### config.mk
export PLATFORM = sky130hd
export DESIGN_NAME = multiplexer
export DESIGN_NICKNAME = d
export VERILOG_FILES = /design/src/rtl/multiplexer.sv
export SDC_FILE = /design/constraint.sdc
export NUM_CORES = 1
export LEC_CHECK = 0
export CAP_MARGIN = 20
export CORE_MARGIN = 2
export CORE_UTILIZATION = 38
export DETAILED_ROUTE_END_ITERATION = 8
export GPL_TIMING_DRIVEN = 0
export PLACE_DENSITY = 0.75
export SLEW_MARGIN = 30
export SYNTH_ARGS = -nofsm -noshare
export SYNTH_HDL_FRONTEND = slang
export SYNTH_SLANG_ARGS = --single-unit
### constraint.sdc
create_clock -name clk -period 1.57 [get_ports clk]
set_input_delay 0.314 -clock clk [delete_from_list [all_inputs] [get_ports clk]]
set_output_delay 0.314 -clock clk [all_outputs]
set_load 0.01 [all_outputs]
### src/rtl/multiplexer.sv
// Parameterised 2:1 word multiplexer with a combinational output, plus a
// registered copy of the output, registered select and a saturating select-toggle counter.
module multiplexer #(
  parameter int unsigned WIDTH = 4
) (
  input  logic [WIDTH-1:0] a,
  input  logic [WIDTH-1:0] b,
  input  logic             Sw,
  output logic [WIDTH-1:0] out,
  input  logic             clk,
  input  logic             rst_n,
  output logic [WIDTH-1:0] out_q,
  output logic             sw_q,
  output logic [7:0]       toggle_cnt
);

  localparam int unsigned CNT_W   = 8;
  localparam logic [CNT_W-1:0] CNT_MAX = {CNT_W{1'b1}};

  logic [WIDTH-1:0] w_out;
  logic             w_toggle;
  logic             w_cnt_sat;
  logic [WIDTH-1:0] r_out_q;
  logic             r_sw_q;
  logic [CNT_W-1:0] r_toggle_cnt;

  // Plain ?: keeps the bitwise X-merge behaviour when the select is unknown
  assign w_out     = Sw ? b : a;
  assign w_toggle  = (Sw != r_sw_q);
  assign w_cnt_sat = (r_toggle_cnt == CNT_MAX);

  always_ff @(posedge clk) begin
    if (!rst_n) begin
      r_out_q      <= '0;
      r_sw_q       <= 1'b0;
      r_toggle_cnt <= '0;
    end else begin
      r_out_q <= w_out;
      r_sw_q  <= Sw;
      if (w_toggle && !w_cnt_sat) begin
        r_toggle_cnt <= CNT_W'(r_toggle_cnt + CNT_W'(1));
      end
    end
  end

  assign out        = w_out;
  assign out_q      = r_out_q;
  assign sw_q       = r_sw_q;
  assign toggle_cnt = r_toggle_cnt;

endmodule

== Word level (Yosys, flattened, before mapping) ==
Cells that the tools add are included.
W data, S select, Z words.

* Register bits: 13
* Input bits: 11
* Output and inout port bits: 17
* Word-level logic and storage cells: 9

* Add/sub/neg operators: 1
* Equality and inequality tests: 2
* Mux-type cells: 1
* Reductions and logical operators: 2

{| class="wikitable"
|+ Operator list
! operator !! number
|-
| $add A8 B1 Y8 const B || 1
|-
| $eq A8 B8 Y1 const B || 1
|-
| $mux W4 || 1
|-
| $logic_and A1 B1 Y1 || 1
|-
| $logic_not A1 Y1 || 1
|-
| $ne A1 B1 Y1 || 1
|}

== Longest topological paths before layout ==
* Word-level depth: 3
* Gate-level depth with buffers: 5
* Depth with buffers taken out: 5

== Least setup slack after synthesis ==
Ideal clock, no wire load.

* Path kind: register -> register
* Start: reg r_toggle_cnt[0] (netlist: toggle_cnt[0])
* End: reg r_toggle_cnt[0] (netlist: toggle_cnt[0])
* Library setup time: 114 ps
* Arrival time: 1247 ps
* Required time: 1456 ps
* Setup slack: 209 ps
* Stages on the path, launching flop included: 6
* Path buffers: 0
* Clock period less this slack: 1361 ps
* Path through: dfxtp_1 ha_1 nand2_1 o31ai_2 xor2_1 nor2_1

* Word-level cells in the longest chain between the ends: 3
* Elaborated cells on any way between the ends: 4
* Classes of those cells: add/sub (1); eq/ne (1); reduce/logical (2)

{| class="wikitable"
|+ Ends and longest elaborated chain
! what !! RTL line !! source
|-
| from (decl) || 25 || <nowiki>logic [CNT_W-1:0] r_toggle_cnt;</nowiki>
|-
| from (signal assigned) || 41 || <nowiki>r_toggle_cnt <= CNT_W'(r_toggle_cnt + CNT_W'(1));</nowiki>
|-
| parallel branches: the longest is 3 deep, another holds $add A8 B1 Y8 || -- ||
|}

Parallel ways; which one is timed is not known.
A chain may end at the register's enable or synchronous reset.

== Worst setup path after layout ==
* Start: in a[2]
* End: out out[2]

* Word-level cells in the longest chain between the ends: 1

{| class="wikitable"
|+ Ends and longest elaborated chain
! what !! RTL line !! source
|-
| from (decl) || 6 || <nowiki>input logic [WIDTH-1:0] a,</nowiki>
|-
| $mux W4 || 28 || <nowiki>assign w_out = Sw ? b : a;</nowiki>
|-
| to (decl) || 9 || <nowiki>output logic [WIDTH-1:0] out,</nowiki>
|}

Every way passes these cells.

==> out/results.tsv <==
metric	value	unit
post-layout util	0.614	
Pins Over Slew Limit	0	
hold_buf cts	0	
pwr/cell area	776	mW/mm^2
#FFs+latches synth	13	
Critical Path AT	1.23	ns
P_leak	0.000345	uW
global-route wire length before repair	2260	um
initial antenna violation count	0	
area post-placement	876	sq um
Inserted Diodes	0	
dominant synthesized flop cell	dfxtp_1	
worst hold path type	primary input to register	
Tot Pwr	710	uW
vias per cell	5.23	
FMAX	648	MHz
Seq/Total Area, Yosys	0.437	
Yosys cell types	23	
period utilisation layout	0.983	
hpwl dp	1010	um
fin crit period	1.54	ns
Die ar.	0.00190	sq mm
DRC Markers	0	
Initial Util	0.400	
CP Capture Type	output port	
clk_lat worst skew	0.28	ns
wire length per cell	13.0	um
area grow syn2layout	53.6	%
Netlist Area Pre-Place	596	sq um
Final nets	104	
CP Launch Point	a[2]	
Final Hold Viols	0	
post-synthesis async set-or-reset flop share	0	
launch point of the worst hold path	Sw	
CP Max Fanout	2	
CTS buffer count	3	
Final Skew	0.00904	ns
largest net degree at the start of global routing	11	
Slew @ Worst Pin	0.386	ns
Yosys warnings	0	
R2R Path Start	toggle_cnt[0]	
cells after synthesis	61	
DR vias	560	
DRT Pass-1 Iters	4	
CTS tree	done	
Post-Layout Cell Count	107	
Final setup viols	0	
Design Area, Final	915	sq um
Rel. slew slack	0.742	
num rows	14	
DR iter-0 viols	16	
Req. time, crit path	1.26	ns
Final ANT Viol Nets	0	
number of global-route vias before repair	498	
# Max-Cap Violations	0	
core area	0.00149	sq mm
most frequent cells in the layout	clkdlybuf4s50_1, dfxtp_2, nand2_1	
IO Pins	28	
Port Buf Inserts	26	
H-tree depth	1	
WS Path Type	primary input to output port	
Clock Tree Buf Depth	2	
Die X-Extent	43.6	um
status	completed	
number of synthesized flops with an enable pin	0	
final wirelength	1400	um
CP Launch Type	primary input	
share of post-route cells with drive strength above 1	0.209	
CTS Sinks	13	
Clock Pin Slew Worst Setup and Hold Paths	0.09	ns
GR Util All Layers	0.160	
Syn Nets	73	
Placer Congestion	0.804	
Mean Syn Cell Area	9.76	sq um
most common cell after layout, fill and taps aside	clkdlybuf4s50_1	
CTS root buf	clkbuf_4	
RSZ-0062 raised after global routing	no	
Post-Place Cells	103	
GRT overflow	0	
Die Y	43.6	um
worst IR drop on VDD	0.481	mV
-- what timing repair did --
item                                    4_1_cts  5_1_grt
endpoints found under the setup margin       11        5
buffers inserted                              0        0
gates resized for setup                      15        4
-- synth_stat cells, types with 2 or more instances --
library cell / count / area, sq um
a31oi_1: 3 / 18.8
and2_1: 5 / 31.3
dfxtp_1: 13 / 260
inv_1: 2 / 7.51
mux2_2: 4 / 45.0
nand2_1: 6 / 22.5
nand3_1: 4 / 20.0
nand4_1: 3 / 18.8
nor2_1: 3 / 11.3
nor3_1: 3 / 15.0
o21bai_1: 2 / 15.0
o311a_1: 2 / 20.0
-- cells by family after synthesis --
| kind of cell | count (synthesis) | synth area share |
|---|---|---|
| adder cells (fa/ha/maj) | 1 | 0.0210 |
| AO/OA/AOI/OAI | 11 | 0.137 |
| multiplexers | 5 | 0.0924 |
| AND/OR/NAND/NOR | 25 | 0.214 |
| buffers and inverters | 4 | 0.0378 |
| flip-flops | 13 | 0.437 |
| XOR/XNOR | 2 | 0.0609 |
-- flip-flops by register name (all words and copies together) (netlist names) --
| signal | count |
|---|---|
| out_q | 4 |
| sw_q | 1 |
| toggle_cnt | 8 |
-- routing by layer --
metal,vias to the layer above,GRT usage,part of all wire
li1,280,-,-
met1,265,0.206,0.45
met2,13,0.262,0.50
met3,2,0.0250,0.037
met4,0,0.0727,0.010
met5,-,0,0
-- critical path: stages --
cell and delay [ns]:
clkdlybuf4s50_1 0.41, mux2_2 0.27, clkdlybuf4s15_1 0.23
-- worst paths after layout --
path | end | slack [ns] | depth (start not counted)
worst max-delay path | out[2] | 0.03 | 3
worst min-delay path | sw_q | 0.31 | 2
worst max register to register | toggle_cnt[0] | 0.17 | 5
worst min register to register | toggle_cnt[1] | 0.49 | 2
-- area by class of cell --
cell class / instances / area, sq um
clock buffers: 4 / 26.3
well taps: 16 / 20.0
fillers: 120 / 574
repair buffers: 26 / 254
inverters: 2 / 7.51
multi-input cells: 44 / 322
plain buffers: 2 / 15.0
flip-flops and latches: 13 / 270
-- stage by stage --
stage	hold WS [ns]	TNS [ns]	worst slack, ns
after floorplan	0.478	0	0.209
after global placement	0.496	-0.794	-0.202
after detailed placement	0.504	-0.839	-0.215
after CTS	0.319	0	0.0145
after global routing	0.326	0	0.000309
final	0.307	0	0.0259
-- power by group --
part	switching (uW)	internal [uW]
clock network	116	98.6
registers	14.4	347
logic	53.9	79.5
total	184	525
Note: power is estimated with default switching activity, not from simulation.
